### src/rtl/mem_unloader_pkg.sv
// Shared definitions for the result-matrix unloader: bus widths, memory
// direction encodings and the controller state type.
package mem_unloader_pkg;

  localparam int unsigned DEF_DATA_W = 256;
  localparam int unsigned DEF_ELEM_W = 16;
  localparam int unsigned DEF_N_ELEM = 16;
  localparam int unsigned DEF_ADDR_W = 3;

  localparam logic MEM_READ  = 1'b1;
  localparam logic MEM_WRITE = 1'b0;

  typedef enum logic [2:0] {
    ST_IDLE,
    ST_REQ,
    ST_WAIT,
    ST_EMIT,
    ST_DONE
  } state_t;

endpackage

### src/rtl/mem_unloader_word_serializer.sv
// Holds one memory word and emits its elements LSB-first under valid/ready,
// flagging the transfer of the final element back to the controller.
module mem_unloader_word_serializer #(
  parameter int unsigned DATA_W = 256,
  parameter int unsigned ELEM_W = 16,
  parameter int unsigned N_ELEM = 16
) (
  input  logic              clk,
  input  logic              rst,
  input  logic              load,
  input  logic [DATA_W-1:0] word,
  input  logic              out_ready,
  output logic              out_valid,
  output logic [ELEM_W-1:0] out_data,
  output logic              last
);

  localparam int unsigned IDX_W = (N_ELEM > 1) ? $clog2(N_ELEM) : 1;

  logic [DATA_W-1:0] sreg_q;
  logic [IDX_W-1:0]  idx_q;
  logic              valid_q;
  logic              xfer;

  assign xfer      = valid_q && out_ready;
  assign last      = xfer && (idx_q == IDX_W'(N_ELEM - 1));
  assign out_valid = valid_q;
  // Shifting keeps the current element in the low slice, so no wide mux.
  assign out_data  = sreg_q[ELEM_W-1:0];

  always_ff @(posedge clk or posedge rst) begin
    if (rst) begin
      sreg_q  <= '0;
      idx_q   <= '0;
      valid_q <= 1'b0;
    end else if (load) begin
      sreg_q  <= word;
      idx_q   <= '0;
      valid_q <= 1'b1;
    end else if (xfer) begin
      sreg_q  <= sreg_q >> ELEM_W;
      idx_q   <= idx_q + 1'b1;
      if (last) valid_q <= 1'b0;
    end
  end

endmodule

### src/rtl/mem_unloader.sv
// Memory-read master: fetches a run of words over the shared bus and streams
// their elements out; the bus is released while elements are being emitted.
module mem_unloader
  import mem_unloader_pkg::*;
#(
  parameter int unsigned DATA_W = DEF_DATA_W,
  parameter int unsigned ELEM_W = DEF_ELEM_W,
  parameter int unsigned N_ELEM = DEF_N_ELEM,
  parameter int unsigned ADDR_W = DEF_ADDR_W,
  parameter int unsigned RD_LAT = 1
) (
  input  logic              clk,
  input  logic              rst,
  input  logic              start,
  input  logic [ADDR_W-1:0] base_addr,
  input  logic [ADDR_W:0]   word_cnt,
  output logic              busy,
  output logic              done,
  output logic              bus_req,
  input  logic              bus_gnt,
  output logic              m_en,
  output logic              m_rw,
  output logic [ADDR_W-1:0] m_address,
  input  logic [DATA_W-1:0] m_rdata,
  output logic [ELEM_W-1:0] out_data,
  output logic              out_valid,
  input  logic              out_ready
);

  state_t            state_q, state_d;
  logic [ADDR_W-1:0] addr_q;
  logic [ADDR_W:0]   left_q;
  logic [1:0]        lat_q;
  logic              zero_done_q;
  logic              load;
  logic              last;
  logic              accept;

  assign accept    = (state_q == ST_IDLE) && start && (word_cnt != '0);
  assign m_rw      = MEM_READ;
  assign m_address = addr_q;

  always_ff @(posedge clk or posedge rst) begin
    if (rst) state_q <= ST_IDLE;
    else     state_q <= state_d;
  end

  always_comb begin
    state_d = state_q;
    bus_req = 1'b0;
    m_en    = 1'b0;
    load    = 1'b0;
    busy    = (state_q != ST_IDLE);
    done    = zero_done_q;
    case (state_q)
      ST_IDLE: if (accept) state_d = ST_REQ;
      ST_REQ: begin
        bus_req = 1'b1;
        if (bus_gnt) begin
          m_en    = 1'b1;
          state_d = ST_WAIT;
        end
      end
      ST_WAIT: begin
        if (lat_q == 2'(RD_LAT - 1)) begin
          load    = 1'b1;
          state_d = ST_EMIT;
        end
      end
      ST_EMIT: begin
        if (last) state_d = (left_q == {{ADDR_W{1'b0}}, 1'b1}) ? ST_DONE : ST_REQ;
      end
      ST_DONE: begin
        done    = 1'b1;
        state_d = ST_IDLE;
      end
      default: state_d = ST_IDLE;
    endcase
  end

  always_ff @(posedge clk or posedge rst) begin
    if (rst) begin
      addr_q      <= '0;
      left_q      <= '0;
      lat_q       <= '0;
      zero_done_q <= 1'b0;
    end else begin
      // A zero-length request completes without ever leaving IDLE.
      zero_done_q <= (state_q == ST_IDLE) && start && (word_cnt == '0);
      case (state_q)
        ST_IDLE: begin
          if (accept) begin
            addr_q <= base_addr;
            left_q <= word_cnt;
          end
        end
        ST_REQ:  lat_q <= '0;
        ST_WAIT: lat_q <= lat_q + 1'b1;
        ST_EMIT: begin
          if (last) begin
            left_q <= left_q - 1'b1;
            addr_q <= addr_q + 1'b1;
          end
        end
        default: ;
      endcase
    end
  end

  mem_unloader_word_serializer #(
    .DATA_W (DATA_W),
    .ELEM_W (ELEM_W),
    .N_ELEM (N_ELEM)
  ) u_ser (
    .clk       (clk),
    .rst       (rst),
    .load      (load),
    .word      (m_rdata),
    .out_ready (out_ready),
    .out_valid (out_valid),
    .out_data  (out_data),
    .last      (last)
  );

endmodule

### config.mk
export PLATFORM = sky130hd
export DESIGN_NAME = mem_unloader
export DESIGN_NICKNAME = d
export VERILOG_FILES = /design/src/rtl/mem_unloader_pkg.sv /design/src/rtl/mem_unloader_word_serializer.sv /design/src/rtl/mem_unloader.sv
export SDC_FILE = /design/constraint.sdc
export NUM_CORES = 1
export LEC_CHECK = 0
export CAP_MARGIN = 20
export CORE_ASPECT_RATIO = 1.4
export CORE_UTILIZATION = 45
export DETAILED_ROUTE_END_ITERATION = 8
export HOLD_SLACK_MARGIN = 0.1
export PLACE_DENSITY_LB_ADDON = 0.12
export SLEW_MARGIN = 20
export SYNTH_ARGS = -nofsm -noshare
export SYNTH_HDL_FRONTEND = slang
export SYNTH_SLANG_ARGS = --single-unit
### constraint.sdc
create_clock -name clk -period 12.2 [get_ports clk]
set_input_delay 1.83 -clock clk [delete_from_list [all_inputs] [get_ports clk]]
set_output_delay 1.83 -clock clk [all_outputs]
set_load 0.005 [all_outputs]
==> results.json <==
{
  "fin_area_sq_um": 16620,
  "htreeDepth": 1,
  "grt_setup_unrepaired": "no",
  "die_x_um": 144.9,
  "required_ns": 10.37,
  "power.density_nw_per_um2": 214.7,
  "cts_root_buf": "clkbuf_16",
  "drtAntennaViolNets": 0,
  "cts_max_path_buffers": 3,
  "clk-insertion-delay-late_ns": 0.53,
  "cap_violations": 0,
  "drive_gt1_share_pct": 4.622,
  "fmax_mhz": 202.4,
  "ys_types": 39,
  "drc": 0,
  "hold_ws_ns": 0.5212,
  "yosysWarnings": 0,
  "hold_path.class": "reg -> reg",
  "grt_pass1_vias": 9407,
  "crit_end": "m_en",
  "die_area_sq_um": 29290,
  "grt_overflow_total": 0,
  "post-route-period-util_pct": 40.50,
  "fin_tns_setup_ns": 0,
  "clock-sinks": 274,
  "ys_seq_area_share_pct": 53.27,
  "synth-edff-count": 0,
  "synth_area_leader_cell": "dfrtp_1",
  "reg2reg_slack_ns": 8.92,
  "ys_async_sr_fraction_pct": 100.0,
  "syn-num-nets": 1523,
  "min_period_ns": 4.941,
  "core_sq_um": 27840,
  "vias": 9544,
  "cts_resized": 0,
  "multi_input_area_sq_um": 5316,
  "track_usage_pct": 22.35,
  "synth_area_sq_um": 12870,
  "wire_per_inst_um": 17.70,
  "routed_wl_um": 32990,
  "drt_iter0_drc": 558,
  "yosys-top-cells-area": "dfrtp_1, mux2i_1, o21ai_0",
  "hold_viol_final": 0,
  "critPathKind": "in -> out",
  "drv_slew": 0,
  "crit_path_start": "bus_gnt",
  "netlist_top_cells_count": "nand2_1, dfrtp_1, o21ai_0",
  "syn_area_per_cell_sq_um": 10.30,
  "area_delta_synth_final_pct": 29.14,
  "cp.arrival_ns": 3.11,
  "io_buffer_count": 291,
  "start_kind": "input port",
  "postCtsHoldBufs": 0,
  "drt-vias-per-instance": 5.120,
  "synth_most_common_cell": "nand2_1",
  "r2r_start": "u_ser.out_valid",
  "grt_max_degree": 280,
  "fp-row-count": 72,
  "synth-seq-cells": 274,
  "synth_top_cell_area_share_pct": 53.27,
  "reg2reg_depth": 5,
  "tightest_slew_ns": 1.101,
  "post_dp_cell_area_sq_um": 15670,
  "clkSlewWorstSetupHoldPaths_ns": 0.06,
  "grt_pass1_wl_um": 51870,
  "cts_tree": "yes",
  "post_cts_buffers": 0,
  "layout.nets": 1745,
  "cp_max_fo": 3,
  "synth_ff_type": "dfrtp_1",
  "setup_viol": 0,
  "timing.rr.end": "u_ser.sreg_q[177]",
  "relSlewSlack_pct": 26.57,
  "hpwl_um": 22830,
  "nFillCells": 2415,
  "clock-skew-final_ns": 0.01219,
  "cp-end-kind": "output pin",
  "register_area_sq_um": 6857,
  "drt_pass1_iterations": 5,
  "die_y_um": 202.1,
  "outcome": "complete, no violations",
  "io_pins": 293,
  "start_util_pct": 46.24,
  "antenna_found_initial": 1,
  "globalplace.congestion": 0.8627,
  "ir_worst_vdd_uv": 200.0,
  "leakage_nw": 7.375,
  "numCtsBuffers": 27,
  "syn_inst": 1250
}
[registers in the layout, summed over array words and instances (netlist names)]
name,flops
lat_q,2
left_q,4
m_address,3
state_q,3
u_ser.idx_q,4
u_ser.out_valid,1
u_ser.sreg_q,256
zero_done_q,1
[cell families (layout without fill, tap and decap cells)]
group,after synthesis,after routing,share of synthesized area (%)
AND/OR/NAND/NOR,316,316,9.876
AO/OA/AOI/OAI,290,290,11.65
flip-flops,274,274,53.27
multiplexers,243,243,18.97
buffers and inverters,118,361,5.511
adder cells (fa/ha/maj),5,5,0.4860
XOR/XNOR,3,3,0.2042
other,1,2,0.02913
[critical path, stage by stage]
cell,delay (ns)
clkdlybuf4s50_1,0.49
inv_1,0.07
nor4_1,0.17
clkdlybuf4s50_1,0.55
[final cells by class]
cell class              count  area share (%)
inverters                  11          0.2935
diodes                      1         0.01505
clock inverters            15          0.9484
flip-flops and latches    274           41.25
clock buffers              35           4.606
multi-input cells         858           31.98
repair buffers            300           18.12
well taps                 370           2.785
[where the power goes]
group          switching [mW]  internal (mW)  leakage (nW)
Combinational           0.572          0.500          3.46
Sequential              0.302           1.33          3.45
Clock                   0.355          0.506         0.468
[per-stage QoR]
stage	total power, mW	cells	setup WS, ns	utilization, %
2_1_floorplan	2.380	1250	2.818	-
3_3_place_gp	2.673	1812	7.098	56.29
3_5_place_dp	2.728	1812	7.021	56.29
4_1_cts	3.602	1862	7.266	59.61
5_1_grt	3.834	1864	7.220	59.72
6_report	3.569	1864	7.259	59.72
[cell usage in the layout (no fill, tap or decap), types with 3 or more instances in the layout]
master / netlist / final
clkdlybuf4s50_1: 0 / 291
nand2_1: 284 / 283
dfrtp_1: 274 / 274
o21ai_0: 271 / 271
mux2i_1: 241 / 241
clkbuf_16: 0 / 27
nor2_1: 12 / 12
clkinv_2: 0 / 10
inv_1: 10 / 9
buf_4: 53 / 7
nand3_1: 6 / 6
clkbuf_8: 0 / 6
a21oi_1: 5 / 5
ha_1: 5 / 5
a22oi_1: 4 / 4
a22o_1: 3 / 3
bufinv_16: 0 / 3
[how the worst min path moves through the flow]
stage               cells past startpoint              start  slack [ns]                end
floorplan                               2           lat_q[0]        0.47           lat_q[0]
global placement                        2           lat_q[0]        0.50           lat_q[0]
detailed placement                      2           lat_q[0]        0.51           lat_q[0]
CTS                                     2           lat_q[0]        0.53           lat_q[0]
global route                            2  u_ser.sreg_q[253]        0.55  u_ser.sreg_q[253]
finish                                  2           lat_q[0]        0.52           lat_q[0]
[metal layers]
metal	wire [um]	GRT usage, %
met5	0	0
met3	1567	2.935
met4	732	5.927
met1	14770	31.20
met2	15930	36.64
Note: power is estimated with default switching activity, not from simulation.
